==> src/rtl/uart_tx_pkg.sv <==
// Shared types and constants for the FIFO-fed UART transmitter.
// Imported by the baud counter and the top-level FSM.
package uart_tx_pkg;

    localparam int   DATA_W     = 8;
    localparam logic IDLE_LEVEL = 1'b1;

    typedef enum logic [2:0] {
        IDLE,
        LOAD,
        START,
        DATA,
        PARITY,
        STOP
    } tx_state_t;

endpackage

==> src/rtl/uart_baud_cnt.sv <==
// Bit-period counter: counts 0..CLKS_PER_BIT-1 and flags the terminal count.
// The FSM clears it on every state change so each bit cell starts at zero.
module uart_baud_cnt #(
    parameter int CLKS_PER_BIT = 4
) (
    input  logic clk,
    input  logic rst,
    input  logic clr,
    output logic tick
);

    localparam int            CW   = $clog2(CLKS_PER_BIT);
    localparam logic [CW-1:0] LAST = CW'(CLKS_PER_BIT - 1);

    logic [CW-1:0] r_cnt;

    // NOTE: sequential state uses non-blocking assignments so every flop samples pre-edge values.
    always_ff @(posedge clk) begin
        if (rst || clr) begin
            r_cnt <= '0;
        end else if (r_cnt == LAST) begin
            r_cnt <= '0;
        end else begin
            r_cnt <= r_cnt + 1'b1;
        end
    end

    assign tick = (r_cnt == LAST);

endmodule

==> src/rtl/fifo_uart_tx.sv <==
// Drains a registered-read FIFO one byte at a time and serialises each byte
// as an 8N1 UART frame, optionally with an even-parity bit before stop.
module fifo_uart_tx
    import uart_tx_pkg::*;
#(
    parameter int CLKS_PER_BIT = 4,
    parameter int PARITY_EN    = 0,
    parameter int CNT_W        = 16
) (
    input  logic              clk,
    input  logic              rst,
    input  logic              tx_en,
    input  logic              empty,
    input  logic [DATA_W-1:0] dout,
    output logic              rd_en,
    output logic              tx,
    output logic              busy,
    output logic              frame_done,
    output logic [CNT_W-1:0]  frames_sent
);

    tx_state_t          r_state;
    tx_state_t          w_state_next;
    logic [DATA_W-1:0]  r_shift;
    logic [2:0]         r_bit_idx;
    logic               r_par;
    logic               r_tx;
    logic [CNT_W-1:0]   r_frames;
    logic               w_tick;
    logic               w_clr;
    logic               w_tx_next;

    uart_baud_cnt #(
        .CLKS_PER_BIT(CLKS_PER_BIT)
    ) u_baud (
        .clk (clk),
        .rst (rst),
        .clr (w_clr),
        .tick(w_tick)
    );

    // NOTE: every always_comb output gets a default first so no path infers a latch.
    always_comb begin
        w_state_next = r_state;
        w_tx_next    = IDLE_LEVEL;

        case (r_state)
            IDLE:   if (rd_en) w_state_next = LOAD;
            LOAD:   w_state_next = START;
            START:  if (w_tick) w_state_next = DATA;
            DATA:   if (w_tick && (r_bit_idx == 3'd7))
                        w_state_next = (PARITY_EN != 0) ? PARITY : STOP;
            PARITY: if (w_tick) w_state_next = STOP;
            STOP:   if (w_tick) w_state_next = IDLE;
            default: w_state_next = IDLE;
        endcase

        // tx is registered, so it is driven from the level the next state needs.
        case (w_state_next)
            START:   w_tx_next = 1'b0;
            DATA:    w_tx_next = (r_state == DATA && w_tick) ? r_shift[1] : r_shift[0];
            // Entering PARITY, the accumulator has not yet folded in D7.
            PARITY:  w_tx_next = (r_state == DATA) ? (r_par ^ r_shift[0]) : r_par;
            default: w_tx_next = IDLE_LEVEL;
        endcase
    end

    always_ff @(posedge clk) begin
        if (rst) begin
            r_state   <= IDLE;
            r_tx      <= IDLE_LEVEL;
            r_shift   <= '0;
            r_bit_idx <= '0;
            r_par     <= 1'b0;
            r_frames  <= '0;
        end else begin
            r_state <= w_state_next;
            r_tx    <= w_tx_next;
            case (r_state)
                LOAD: begin
                    r_shift   <= dout;
                    r_par     <= 1'b0;
                    r_bit_idx <= '0;
                end
                DATA: if (w_tick) begin
                    r_shift   <= {1'b0, r_shift[DATA_W-1:1]};
                    r_par     <= r_par ^ r_shift[0];
                    r_bit_idx <= r_bit_idx + 1'b1;
                end
                STOP: if (w_tick) r_frames <= r_frames + 1'b1;
                default: ;
            endcase
        end
    end

    assign w_clr       = (w_state_next != r_state);
    assign rd_en       = (r_state == IDLE) && tx_en && !empty;
    assign tx          = r_tx;
    assign busy        = (r_state != IDLE);
    assign frame_done  = (r_state == STOP) && w_tick;
    assign frames_sent = r_frames;

endmodule
==> config.mk <==
export PLATFORM = sky130hd
export DESIGN_NAME = fifo_uart_tx
export DESIGN_NICKNAME = d
export VERILOG_FILES = /design/src/rtl/uart_tx_pkg.sv /design/src/rtl/uart_baud_cnt.sv /design/src/rtl/fifo_uart_tx.sv
export SDC_FILE = /design/constraint.sdc
export NUM_CORES = 1
export LEC_CHECK = 0
export BUFFER_PORTS_ARGS = -buffer_cell sky130_fd_sc_hd__buf_2
export CORE_ASPECT_RATIO = 1.1
export CORE_MARGIN = 4
export CORE_UTILIZATION = 49
export CTS_CLUSTER_DIAMETER = 30
export DETAILED_ROUTE_END_ITERATION = 8
export HOLD_SLACK_MARGIN = 0.03
export MAX_ROUTING_LAYER = met4
export PLACE_DENSITY_LB_ADDON = 0.3
export SLEW_MARGIN = 0
export SYNTH_ARGS = -nofsm -noshare
export SYNTH_HDL_FRONTEND = slang
export SYNTH_HIERARCHICAL = 1
export SYNTH_SLANG_ARGS = --single-unit
export TNS_END_PERCENT = 20
==> constraint.sdc <==
create_clock -name clk -period 2 [get_ports clk]
set_input_delay 0.2 -clock clk [delete_from_list [all_inputs] [get_ports clk]]
set_output_delay 0.2 -clock clk [all_outputs]
set_load 0.05 [all_outputs]
=== After elaboration in Yosys (flattened, before gate mapping) ===
Index checks and enable logic that the tools add are counted.

* Output and inout bits: 20
* Input port bits: 12
* Word-level logic and storage cells: 51
* Register bits after elaboration: 34

* Eq/ne operators: 12
* Bitwise operators: 1
* $add $sub $neg: 3
* Reductions and logical operators: 13
* Multiplexer cells: 15

{| class="wikitable"
|+ Operators by type and width
! kind !! count
|-
| $mux W3 || 6
|-
| $pmux W3 S6 || 1
|-
| $add A16 B1 Y16 const B || 1
|-
| $pmux W8 S2 || 1
|-
| $eq A3 B2 Y1 const B || 4
|-
| $eq A3 B3 Y1 const B || 4
|-
| $mux W8 || 1
|-
| $pmux W3 S2 || 1
|-
| $logic_and A1 B1 Y1 || 5
|-
| $reduce_and A2 Y1 || 2
|-
| $add A3 B1 Y3 const B || 1
|-
| $eq A3 B1 Y1 const B || 1
|-
| $logic_not A3 Y1 || 1
|-
| $mux W1 || 3
|-
| $ne A3 B3 Y1 || 1
|-
| $pmux W1 S3 || 1
|-
| $reduce_bool A3 Y1 || 1
|-
| $add A2 B1 Y2 const B || 1
|-
| $eq A2 B2 Y1 const B || 1
|-
| $ne A2 B2 Y1 const B || 1
|-
| $pmux W1 S2 || 1
|-
| $reduce_bool A2 Y1 || 1
|-
| $reduce_or A2 Y1 || 1
|-
| $logic_not A1 Y1 || 1
|-
| other kinds (2) || 2
|}

=== Logic depth before layout (Yosys ltp) ===
* Word-level depth: 8
* Depth in mapped cells: 7
* Mapped depth without buffers: 6

=== By module ===
Netlist, hierarchy kept.

{| class="wikitable"
|+ Modules (own cells, without submodules)
! module !! seq. area each (µm²) !! cells each !! times used !! area an instance (µm²)
|-
| fifo_uart_tx || 640.6 || 188 || 1 || 1,554.0
|-
| uart_baud_cnt || 40.0 || 5 || 1 || 80.1
|}

=== Worst setup path after synthesis ===
No wires, ideal clock.

* Path type: register to output
* Start: register r_state[1]
* End: output rd_en
* Path buffers: 2
* Path slack: -0.182 ns
* Data arrival time: 1.982 ns
* Data required time: 1.800 ns
* Cell stages (with the launch flop): 5
* Cell sequence: dfxtp_1 clkbuf_1 clkbuf_1 or3_1 nor2_1

* Cells in the longest elaborated chain, start to end: 3

{| class="wikitable"
|+ RTL lines
! element !! line !! source
|-
| from (decl) || fifo_uart_tx.sv:22 || <nowiki>tx_state_t r_state;</nowiki>
|-
| from (signal assigned) || fifo_uart_tx.sv:77 || <nowiki>r_state <= w_state_next;</nowiki>
|-
| $logic_not A3 Y1 || fifo_uart_tx.sv:97 || <nowiki>assign rd_en = (r_state == IDLE) && tx_en && !empty;</nowiki>
|-
| $logic_and A1 B1 Y1 (2 in a row) || fifo_uart_tx.sv:97 ||
|-
| to (decl) || fifo_uart_tx.sv:15 || <nowiki>output logic rd_en,</nowiki>
|}

Every way passes these cells.

=== Worst setup path in the final report ===
* Start: register r_frames[5], in the netlist frames_sent[5]
* End: register r_frames[14], in the netlist frames_sent[14]

* Cells in the longest elaborated chain, start to end: 1

{| class="wikitable"
|+ RTL lines
! element !! line !! source
|-
| from (decl) || fifo_uart_tx.sv:28 || <nowiki>logic [CNT_W-1:0] r_frames;</nowiki>
|-
| from (signal assigned) || fifo_uart_tx.sv:90 || <nowiki>STOP: if (w_tick) r_frames <= r_frames + 1'b1;</nowiki>
|-
| $add A16 B1 Y16 || fifo_uart_tx.sv:90 ||
|}

Every way passes these cells.
A chain may end at the register's enable or synchronous reset.

==> impl_summary.txt <==
----------------------------------------------------
[Synthesis]
  Async set or reset register ratio after synthesis ... 0
  Yosys warning total ... 6
  Post-Syn Area ... 1630 um2
  Dominant cells by area after synthesis ... sky130_fd_sc_hd__dfxtp_1 42%, sky130_fd_sc_hd__nor2_1 6.2%, sky130_fd_sc_hd__nand2_1 4.8%
  Post-synthesis instance total ... 193
  Proportion of synthesized chip area in sequential cells ... 0.417
  Portion of synthesized cell area occupied by the leading cell type ... 0.417
  Leading area contributor after synthesis ... sky130_fd_sc_hd__dfxtp_1
  Flip-flop and latch count after synthesis ... 34
  Post-synthesis cell type count ... 42
  EDFF count, synth ... 0
  Total nets after synthesis ... 209
  Most used DFF post-synth ... sky130_fd_sc_hd__dfxtp_1
  Mean cell area of the mapped netlist ... 8.47 um2

[STA]
  Number of max-slew violations in the final report ... 0
  Total count of hold-check failures in the final report ... 0
  RSZ-0062 raised after global routing ... false
  Minimum clock period after layout ... 1860 ps
  Max Fclk ... 538 MHz
  Clock tree skew after final layout ... 11.9 ps
  Tightest Pin Transition ... 645 ps
  Hold slack ... 103 ps
  Period utilization ... 0.929
  Max_slew headroom ... 0.570
  Setup-failing EPs final ... 0

[Setup path]
  Crit-path cells ... nand4_2 > or3_1 > or4_1 > a21oi_1
  Crit path largest cell delay ... 540 ps
  Crit path capture type ... flop
  Worst flop-to-flop path endpoint ... frames_sent[14]
  Required time at the endpoint of the critical path ... 2280 ps
  Type of origin of the critical path ... flop
  Critical Path AT ... 2140 ps
  Worst reg2reg path startpoint ... frames_sent[5]
  Cell with the largest stage delay on the worst path ... sky130_fd_sc_hd__or4_1
  Max Fanout on Critical Path ... 10
  Cell depth of the worst flop-to-flop path ... 4
  Path type of the worst setup path ... flop to flop
  Worst-case register-to-register setup slack ... 140 ps

[Clock tree]
  CTS H-tree lvls ... 2
  Clock latency of the later-clocked register in the worst-skew pair ... 350 ps
  Sink count of the clock tree ... 34
  CTS tree ... yes
  Clock buffers created by TritonCTS ... 5
  Cell at the root of the clock tree ... sky130_fd_sc_hd__clkbuf_4
  Post-CTS setup repair buffer count ... 0
  Clock buffer depth ... 2
  Clock-pin transition on the worst setup and hold timing paths ... 110 ps

[Die]
  Height of the die ... 68.6 um
  Full die area ... 4320 um2
  Initial core utilization ... 0.523
  CORE AREA ... 3130 um2
  Number of rows in the core area ... 21
  Num ports ... 32
  Die width ... 63.1 um

[Placement]
  Cell count after placement ... 253
  Number of port buffers ... 31
  Detailed placer's ending HPWL ... 2330 um
  Placer Congestion ... 0.844

[Drt]
  Total Wirelength ... 3370 um
  Mean routed wirelength per cell ... 12.9 um
  Drt first pass iters ... 4
  Number of DRC violations after detailed-routing iteration 0 ... 87
  Vias after detailed routing ... 1488
  Average vias per placed instance ... 5.70
  Remaining number of nets flagged by the antenna check after routing ... 0
  DRC violation count after routing ... 0

[Worst hold path]
  Hold Crit Depth ... 3
  Worst Hold Endpoint ... r_shift[2]
  Path category of the worst min-delay check ... input pin to flop
  Origin of the worst min-delay path ... dout[2]

[Global route]
  Global-route congestion overflow total ... 0
  Pin count of the biggest net entering global routing ... 36
  Wire length of the first global-routing pass ... 5790 um
  Number of antenna violations at the first check in global routing ... 0
  Number of global-route vias before repair ... 1360
  Overall routing resource usage ... 0.176

[Finish]
  Register Area ... 681 um2
  Commonest non-fill, non-tap cells in the layout ... 34 x sky130_fd_sc_hd__dfxtp_1, 31 x sky130_fd_sc_hd__buf_2, 26 x sky130_fd_sc_hd__nor2_1, 21 x sky130_fd_sc_hd__nand2_1, 11 x sky130_fd_sc_hd__nand3_1
  Area used by multi-input combinational logic ... 887 um2
  Non-filler cells in the finished layout ... 261
  Fraction of final layout cells sized beyond drive strength 1 ... 0.242
  Layout fillers ... 276
  Area growth from synthesis to layout ... 17.5%
  Commonest non-fill, non-tap cell in the layout ... sky130_fd_sc_hd__dfxtp_1
  Final net count ... 242
  Antenna diodes ... 0

[Run]
  Reported max-cap violation count ... 0

[Pwr]
  Pwr/cell area ... 687 nW/um2
  Maximum vdd drop ... 0.447 mV
  P_leak ... 0.774 nW

[Status]
  Run status ... completed

----------------------------------------------------
## critical path, delay by kind of cell (launching register included)
kind	cells	cell delay, ps
AND/OR/NAND/NOR	3	1240
flip-flops	1	420
AO/OA/AOI/OAI	1	140
## timing repair
item | CTS | global route
endpoints found under the setup margin | 0 | 2
hold buffers | 0 | 0
gates resized for setup | 0 | 1
endpoints found under the hold margin | 0 | 0
## routing by layer
metal	share of wire	vias up	global-route usage	wire (um)
li1	-	756	-	-
met1	0.43	690	0.178	1460
met2	0.50	35	0.318	1680
met3	0.046	7	0.0421	155
met4	0.024	0	0.0992	80
met5	0	-	-	0
## where the power goes
| group | leakage (nW) | total, W | switching, W | internal (W) |
|---|---|---|---|---|
| Sequential | 0.275 | 0.000706 | 0.0000122 | 0.000694 |
| Combinational | 0.460 | 0.000113 | 0.0000707 | 0.0000427 |
| Clock | 0.0395 | 0.000498 | 0.000233 | 0.000265 |
## cell families after synthesis
group                      after synthesis  synth area share
xor gates and xnor gates                11            0.0590
muxes                                    1           0.00613
DFF                                     34             0.417
buffers and inverters                   17            0.0421
adders and majority gates                4            0.0306
AOI/OAI and AO/OA                       35             0.149
and+or+nand+nor                         91             0.296
## state kept, by name, summed over array words and instances, names as in the netlist
signal,count
r_state,3
tx,1
r_shift,8
r_par,1
frames_sent,16
r_bit_idx,3
u_baud/r_cnt,2
## how the worst max path moves through the flow
| stage | start | cells past startpoint | slack, ps | endpoint |
|---|---|---|---|---|
| final | frames_sent[5] | 4 | 140 | frames_sent[14] |
| after global routing | frames_sent[5] | 4 | 5 | frames_sent[13] |
| after CTS | u_baud/r_cnt[0] | 5 | 100 | frame_done |
| after detailed placement | frames_sent[5] | 4 | 160 | frames_sent[14] |
| after global placement | frames_sent[5] | 4 | 190 | frames_sent[14] |
| after floorplan | frames_sent[4] | 5 | -150 | frames_sent[14] |
## area by class of cell
type                       count  area share
clock buffer                   7      0.0235
clock inverter                 1      0.0156
inverter                       4     0.00978
multi-input combinational    142       0.462
sequential                    34       0.355
tap                           34      0.0222
timing repair buffer          39       0.112
## cells in the mapped netlist, types with 2 or more instances
cell type and instances:
sky130_fd_sc_hd__a211oi_1 2, sky130_fd_sc_hd__a21oi_1 10, sky130_fd_sc_hd__a22oi_1 3, sky130_fd_sc_hd__a311oi_1 7, sky130_fd_sc_hd__clkbuf_1 10, sky130_fd_sc_hd__dfxtp_1 34, sky130_fd_sc_hd__ha_1 4, sky130_fd_sc_hd__inv_1 4
sky130_fd_sc_hd__nand2_1 21, sky130_fd_sc_hd__nand2b_1 3, sky130_fd_sc_hd__nand3_1 11, sky130_fd_sc_hd__nand4_1 2, sky130_fd_sc_hd__nor2_1 27, sky130_fd_sc_hd__nor2b_1 2, sky130_fd_sc_hd__nor3_1 4, sky130_fd_sc_hd__nor4_1 4
sky130_fd_sc_hd__o21ai_0 3, sky130_fd_sc_hd__o31ai_1 4, sky130_fd_sc_hd__or3_1 3, sky130_fd_sc_hd__or4_1 4, sky130_fd_sc_hd__xnor2_1 8, sky130_fd_sc_hd__xor2_1 3
## stage by stage
step / cell area, um2 / setup WS [ps] / util / TNS [ps] / power (W)
after global routing: 1920 / 4.75 / 0.614 / 0 / 0.00137
after CTS: 1920 / 101 / 0.613 / 0 / 0.00133
after global placement: 1840 / 195 / 0.589 / 0 / 0.000832
after detailed placement: 1840 / 160 / 0.589 / 0 / 0.000835
final: 1920 / 143 / 0.614 / 0 / 0.00132
after floorplan: 1640 / -151 / - / -563 / 0.000803
No activity file was read; power rests on OpenSTA's default activity.
